**config.mk**
```make
export PLATFORM = sky130hd
export DESIGN_NAME = moore_frame_sequencer
export DESIGN_NICKNAME = d
export VERILOG_FILES = /design/src/rtl/moore_frame_sequencer.sv
export SDC_FILE = /design/constraint.sdc
export NUM_CORES = 1
export LEC_CHECK = 0
export CORE_MARGIN = 4
export CORE_UTILIZATION = 53
export DETAILED_ROUTE_END_ITERATION = 10
export PLACE_DENSITY = 0.8
export SETUP_SLACK_MARGIN = 0.05
export SYNTH_ARGS = -nofsm -noshare
export SYNTH_HDL_FRONTEND = slang
export SYNTH_SLANG_ARGS = --single-unit
```
**constraint.sdc**
```tcl
create_clock -name Clk_s -period 2.45 [get_ports Clk_s]
set_input_delay 0.49 -clock Clk_s [delete_from_list [all_inputs] [get_ports Clk_s]]
set_output_delay 0.49 -clock Clk_s [all_outputs]
set_load 0.005 [all_outputs]
```
**src/rtl/moore_frame_sequencer.sv**
```systemverilog
// Frame sequencer for a serial-input Moore detector: clears the detector, shifts a word in MSB-first,
// counts MATCH_Y samples and reports the final y. Optional holding buffer: define MOORE_SEQ_PIPE_EN.
module moore_frame_sequencer #(
  parameter int unsigned   WIDTH   = 32,
  parameter int unsigned   GAP     = 1,
  parameter int unsigned   YW      = 3,
  parameter logic [YW-1:0] MATCH_Y = 3'b100,
  localparam int unsigned  CW      = $clog2(WIDTH + 1)
) (
  input  logic             Clk_s,
  input  logic             Rst_s,
  input  logic [WIDTH-1:0] word_in,
  input  logic             word_valid,
  output logic             word_ready,
  input  logic             abort,
  output logic             det_x,
  output logic             det_rst,
  input  logic [YW-1:0]    det_y,
  output logic             result_valid,
  output logic [YW-1:0]    result_y,
  output logic [CW-1:0]    hit_count,
  output logic             busy
);

  localparam int unsigned CntMax = (GAP > WIDTH) ? GAP : WIDTH;
  localparam int unsigned KW     = $clog2(CntMax + 1);

  typedef enum logic [2:0] {StIdle, StClear, StShift, StDrain, StDone} state_e;

  state_e           state_q, state_d;
  logic [WIDTH-1:0] sreg_q, sreg_d;
  logic [KW-1:0]    cnt_q, cnt_d;
  logic [CW-1:0]    hit_q, hit_d;
  logic [CW-1:0]    hit_count_q, hit_count_d;
  logic [YW-1:0]    result_y_q, result_y_d;
  logic             det_x_q, det_rst_q, ready_q, busy_q, result_valid_q;
  logic             accept, y_match;

`ifdef MOORE_SEQ_PIPE_EN
  logic [WIDTH-1:0] buf_q, buf_d;
  logic             buf_full_q, buf_full_d;
`endif

  assign accept  = word_valid & word_ready;
  assign y_match = (det_y == MATCH_Y);

  always_comb begin
    state_d     = state_q;
    sreg_d      = sreg_q;
    cnt_d       = cnt_q;
    hit_d       = hit_q;
    hit_count_d = hit_count_q;
    result_y_d  = result_y_q;
`ifdef MOORE_SEQ_PIPE_EN
    buf_d      = buf_q;
    buf_full_d = buf_full_q;
    // IDLE and DONE take the word straight into the shift register; elsewhere it waits here
    if (accept && (state_q != StIdle) && (state_q != StDone)) begin
      buf_d      = word_in;
      buf_full_d = 1'b1;
    end
`endif

    unique case (state_q)
      StIdle: begin
        if (accept) begin
          sreg_d  = word_in;
          cnt_d   = '0;
          state_d = StClear;
        end
      end
      StClear: begin
        hit_d = '0;
        if (cnt_q == KW'(GAP - 1)) begin
          cnt_d   = '0;
          state_d = StShift;
        end else begin
          cnt_d = cnt_q + KW'(1);
        end
      end
      StShift: begin
        sreg_d = sreg_q << 1;
        // det_y during bit 0 still reflects the cleared detector, so it is not sampled
        if ((cnt_q != '0) && y_match) hit_d = hit_q + CW'(1);
        if (cnt_q == KW'(WIDTH - 1)) begin
          cnt_d   = '0;
          state_d = StDrain;
        end else begin
          cnt_d = cnt_q + KW'(1);
        end
      end
      StDrain: begin
        if (y_match) hit_d = hit_q + CW'(1);
        result_y_d  = det_y;
        hit_count_d = hit_d;
        state_d     = StDone;
      end
      StDone: begin
        state_d = StIdle;
`ifdef MOORE_SEQ_PIPE_EN
        if (buf_full_q) begin
          sreg_d     = buf_q;
          buf_full_d = 1'b0;
          cnt_d      = '0;
          state_d    = StClear;
        end else if (accept) begin
          sreg_d  = word_in;
          cnt_d   = '0;
          state_d = StClear;
        end
`endif
      end
      default: state_d = StIdle;
    endcase

    // Abort wins over everything and leaves the previous result untouched
    if (abort && (state_q != StIdle)) begin
      state_d     = StIdle;
      result_y_d  = result_y_q;
      hit_count_d = hit_count_q;
`ifdef MOORE_SEQ_PIPE_EN
      buf_full_d = 1'b0;
`endif
    end
  end

  always_ff @(posedge Clk_s or posedge Rst_s) begin
    if (Rst_s) begin
      state_q        <= StIdle;
      sreg_q         <= '0;
      cnt_q          <= '0;
      hit_q          <= '0;
      hit_count_q    <= '0;
      result_y_q     <= '0;
      det_x_q        <= 1'b0;
      det_rst_q      <= 1'b0;
      ready_q        <= 1'b1;
      busy_q         <= 1'b0;
      result_valid_q <= 1'b0;
`ifdef MOORE_SEQ_PIPE_EN
      buf_q      <= '0;
      buf_full_q <= 1'b0;
`endif
    end else begin
      state_q        <= state_d;
      sreg_q         <= sreg_d;
      cnt_q          <= cnt_d;
      hit_q          <= hit_d;
      hit_count_q    <= hit_count_d;
      result_y_q     <= result_y_d;
      // Outputs are registered copies of the next-state decode
      det_x_q        <= (state_d == StShift) & sreg_d[WIDTH-1];
      det_rst_q      <= (state_d == StClear);
      busy_q         <= (state_d != StIdle);
      result_valid_q <= (state_d == StDone);
`ifdef MOORE_SEQ_PIPE_EN
      buf_q      <= buf_d;
      buf_full_q <= buf_full_d;
      ready_q    <= ~buf_full_d;
`else
      ready_q    <= (state_d == StIdle);
`endif
    end
  end

  assign word_ready   = ready_q & ~abort & ~Rst_s;
  assign det_rst      = det_rst_q | Rst_s;
  assign det_x        = det_x_q;
  assign busy         = busy_q;
  assign result_valid = result_valid_q;
  assign result_y     = result_y_q;
  assign hit_count    = hit_count_q;

endmodule

```
Word-level counts from Yosys, hierarchy flattened --
Cells that the tools add are included.
Storage, ports and cells: register bits after elaboration 61, output and inout port bits 14
Operators by class: add/sub/neg operators 2, equality and inequality tests 10, mux-type cells 14, bitwise gates (word level) 8, reductions and logical operators 15
Operators with widths (count):
- case mux 32 bit (2 select lines) | 1
- case mux 6 bit (3 select lines) | 2
- 2-to-1 mux 32 bit | 1
- 2-to-1 mux 6 bit | 5
- adder 6 x 1 -> 6 bit (second input constant) | 2
- 2-to-1 mux 3 bit | 4
- case mux 3 bit (4 select lines) | 1
- nonzero test 3 bit | 4
- equality test 3 x 2 -> 1 bit (second input constant) | 3
- AND reduction 2 bit | 4
- equality test 3 x 1 -> 1 bit (second input constant) | 2
- equality test 3 bit (second input constant) | 2
- equality test 6 x 5 -> 1 bit (second input constant) | 1
- logical NOT 3 bit | 2
- logical NOT 6 bit | 1
- nonzero test 6 bit | 1
- bitwise AND 1 bit | 4
- inequality test 2 bit (second input constant) | 2
- NOT 1 bit | 3
- logical AND 1 bit | 2
- nonzero test 2 bit | 1
- OR 1 bit | 1

Longest topological paths before layout --
Gate-level depths: netlist of the first run.
depth in word-level cells 9, mapped depth 7, depth with buffers taken out 6

Worst setup path before layout of the first run --
Ideal clock, no wire load.
path type input to register, start input port abort, end register sreg_q[16], library setup time 137 ps, data arrival time 1575 ps, data required time 2313 ps, slack 738 ps, stages on the path 7, path through buf_2 nor4bb_1 buf_2 nand2_2 buf_2 o22ai_1 a21oi_1
Between the ends: longest elaborated chain between the ends 6
Ends and longest elaborated chain:
- start, declared | RTL line 15 | input logic abort,
- NOT 1 bit | RTL line 166 | assign word_ready = ready_q & ~abort & ~Rst_s;
- bitwise AND 1 bit (2 in a row) | RTL line 166
- bitwise AND 1 bit | RTL line 44 | assign accept = word_valid & word_ready;
- inequality test 2 bit (no line)
- AND reduction 2 bit (no line)
- end signal, assigned | RTL line 146 | sreg_q <= sreg_d;
- end, declared | RTL line 31 | logic [WIDTH-1:0] sreg_q, sreg_d;
Every way passes these cells. A chain may end at the register's enable or synchronous reset.

Worst setup path in the final report of the first run --
start input port Rst_s, end output port det_rst
Between the ends: longest elaborated chain between the ends 1
Ends and longest elaborated chain:
- start, declared | RTL line 11 | input logic Rst_s,
- OR 1 bit | RTL line 167 | assign det_rst = det_rst_q | Rst_s;
- end, declared | RTL line 17 | output logic det_rst,
Every way passes these cells.

==> impl_metrics.json, run 1 <==
{
  "outcome": "finished clean",
  "power_frac_seq_pct": 42.3,
  "layout-drive-gt1-share_pct": 12.27,
  "layout_min_cycle_time_ps": 2248,
  "clock-sinks": 61,
  "slowest_delay_ps": 500,
  "vias_per_cell": 5.933,
  "areaGrowthSynthToFinish_pct": 28.64,
  "path_cells": "clkdlybuf4s50_1, or2_2, clkdlybuf4s50_1",
  "final.fill_count": 403,
  "finalMaxSlewViolations": 0,
  "yosys.area_share.adder_pct": 1.245,
  "cts-buffers-inserted": 9,
  "worst_clock_skew_ps": 5.492,
  "syn_inst": 315,
  "synth_edf_count": 0,
  "path_buf_inv": 2,
  "worst_slew_pin_slew_ps": 647.8,
  "ys_ff_latch": 61,
  "cts_root_buffer": "clkbuf_8",
  "cp_max_fo": 5,
  "cts.path.max_buffers": 2,
  "post-route-period-util_pct": 91.74,
  "grt_max_degree": 33,
  "die-area_um2": 6957,
  "crit_path_end_kind": "output port",
  "ys_warn_count": 0,
  "ys_types": 51,
  "slew_headroom_pct": 56.75,
  "crit_type": "in -> out",
  "hold_violations": 0,
  "drt-initial-drc-count": 213,
  "crit_family": "buffers and inverters",
  "grt_pass1_wl_mm": 12.30,
  "die_h_um": 83.41,
  "gr-total-overflow": 0,
  "peakVddDrop_mv": 0.7248,
  "wirelength_mm": 7.071,
  "synth_most_common_cell": "dfrtp_1",
  "synth_flop_cell": "dfrtp_1",
  "crit_top_cell": "clkdlybuf4s50_1",
  "die_w_um": 83.41,
  "wire_per_inst_um": 15.82,
  "multi_input_area_um2": 1355,
  "post_cts_buffers": 0,
  "synth_top_area_share_pct": 49.81,
  "final_net_count": 412,
  "synth_top_family_by_area": "compound AO/OA/AOI/OAI gates",
  "synth_area_per_cell_um2": 9.569,
  "htree_levels": 3,
  "synth_area_leaders": "dfrtp_1 50%, a21oi_1 6.6%, o22ai_1 6.2%",
  "synth-simple-area-share_pct": 16.98,
  "p_int_w": 0.002705,
  "slowest_stage": "clkdlybuf4s50_1",
  "setup_viol": 0,
  "maxCapViolCount": 0,
  "pin_count": 53,
  "seq_area_um2": 1528,
  "synth_area_um2": 3014,
  "worstPathRequired_ps": 1960,
  "antenna_found_initial": 0,
  "hp-class": "reg -> reg",
  "syn-num-nets": 357,
  "arrival_ps": 1760,
  "clkSlewWorstSetupHoldPaths_ps": 60,
  "tritoncts": "built",
  "hpwl_mm": 4.718,
  "muxShareOfSynthArea_pct": 1.494,
  "gp_congestion": 0.8457,
  "portBuffers": 52,
  "first_global_vias": 2715,
  "fin_ws_ps": 202.3,
  "yosysSeqAreaShare_pct": 50.68,
  "static-leakage-power_nw": 1.607,
  "combPwrFrac_pct": 32.5,
  "holdBufCountCts": 0,
  "track_usage_pct": 21.52,
  "fmax_mhz": 444.9,
  "diodes": 0,
  "synth_commonest_cells": "60 x dfrtp_1, 40 x a21oi_1, 32 x nor2_1, 30 x o22ai_1, 21 x o21ai_0",
  "first_pass_iters": 5,
  "tns_ps": 0,
  "clockPowerShare_pct": 25.2,
  "core_area_um2": 5507,
  "dp_slack_ps": 137.5,
  "cts_resized": 0,
  "synth.largest_area_cell": "dfrtp_1",
  "p_sw_share_pct": 32.44,
  "initial_core_util_pct": 54.74,
  "worst_skew_pair.late_latency_ps": 340,
  "antenna_left": 0,
  "synth_compound_area_share_pct": 23.29,
  "yosys.area_share.xor_xnor_pct": 1.743,
  "crit_path_start_kind": "primary input",
  "postSynth.asyncResetShare_pct": 100.0,
  "power.density_nw_per_um2": 1032,
  "rows": 27,
  "vias": 2652,
  "rsz0062_at_grt": "false",
  "p_sw_w": 0.001298,
  "drc": 0
}
==> kinds of logic (layout without fill, tap and decap cells) <==
group                    count (synthesis)  after routing
AO/OA/AOI/OAI                          115            115
AND/OR/NAND/NOR                         93             93
flip-flops                              61             61
buffers and inverters                   33             93
XOR/XNOR                                 6              6
multiplexers                             4              4
adder cells (fa/ha/maj)                  3              3
==> power by group through the flow <==
stage                     clock network, W  logic, W  registers, W
final                              0.00101   0.00130       0.00169
after global routing               0.00108   0.00147       0.00175
after CTS                          0.00103   0.00131       0.00169
after detailed placement                 0   0.00130       0.00170
after global placement                   0   0.00125       0.00168
after floorplan                          0  0.000873       0.00162
==> through the flow <==
stage                     util (%)  std cells  power (W)  cell area, um2  hold slack [ps]
after floorplan                  -        315   0.002496            3014            479.7
after global placement       66.33        431   0.002929            3652            492.3
after detailed placement     66.33        431   0.002993            3652            496.8
after CTS                    70.42        447   0.004024            3877            508.7
after global routing         70.42        447   0.004293            3877            536.4
final                        70.42        447   0.004003            3877            505.0
==> metal layers <==
| layer | global-route usage (%) | part of all wire, % |
|---|---|---|
| met5 | 0 | 0 |
| met1 | 27.49 | 44 |
| met2 | 34.77 | 49 |
| met3 | 5.853 | 5.8 |
| met4 | 8.626 | 2.0 |
==> registers in the layout, summed over array words and instances, names as in the netlist, 3 cells and up <==
register	flops
sreg_q	32
cnt_q	6
hit_count	6
hit_q	6
result_y	3
state_q	3
==> layout by cell type, fill, tap and decap left out, types with 3 or more instances in the layout <==
cell type,netlist,final
nand2b_1,3,3
buf_4,0,13
or3_1,16,16
nor3b_1,4,4
and4_1,3,3
mux2_2,4,4
o22ai_1,30,30
ha_1,3,3
dfrtp_1,60,60
nand3_1,4,4
inv_1,10,9
nand2_1,10,10
nor2_1,32,32
o21ai_0,21,21
a21oi_1,40,40
xor2_1,4,4
clkdlybuf4s50_1,0,52
a221o_1,3,3
clkbuf_8,0,11
o32a_1,3,3
==> cell type report <==
| cell class | instances | share of cell area, % |
|---|---|---|
| repair buffers | 66 | 16.46 |
| clock inverters | 4 | 1.807 |
| inverters | 11 | 1.065 |
| well taps | 72 | 2.323 |
| flip-flops and latches | 61 | 39.40 |
| clock buffers | 12 | 4.001 |
| multi-input cells | 221 | 34.95 |
==> final timing paths <==
kind                             start     endpoint  slack [ps]  depth (start not counted)
hold / removal             result_y[2]  result_y[2]         510                          1
setup reg to reg            state_q[1]   sreg_q[10]         630                          6
hold reg to reg            result_y[2]  result_y[2]         510                          1
min in group asynchronous        Rst_s    det_rst_q         690                          2
setup / recovery                 Rst_s      det_rst         200                          3
max in group asynchronous        Rst_s   sreg_q[23]        1200                          3
Note: power is estimated with default switching activity, not from simulation.
==> run 2: changes to the inputs <==
Settings changed: TNS_END_PERCENT set to 30.
==> results of run 2 <==
Final layout, timing and power as in run 1 (identical DEF).
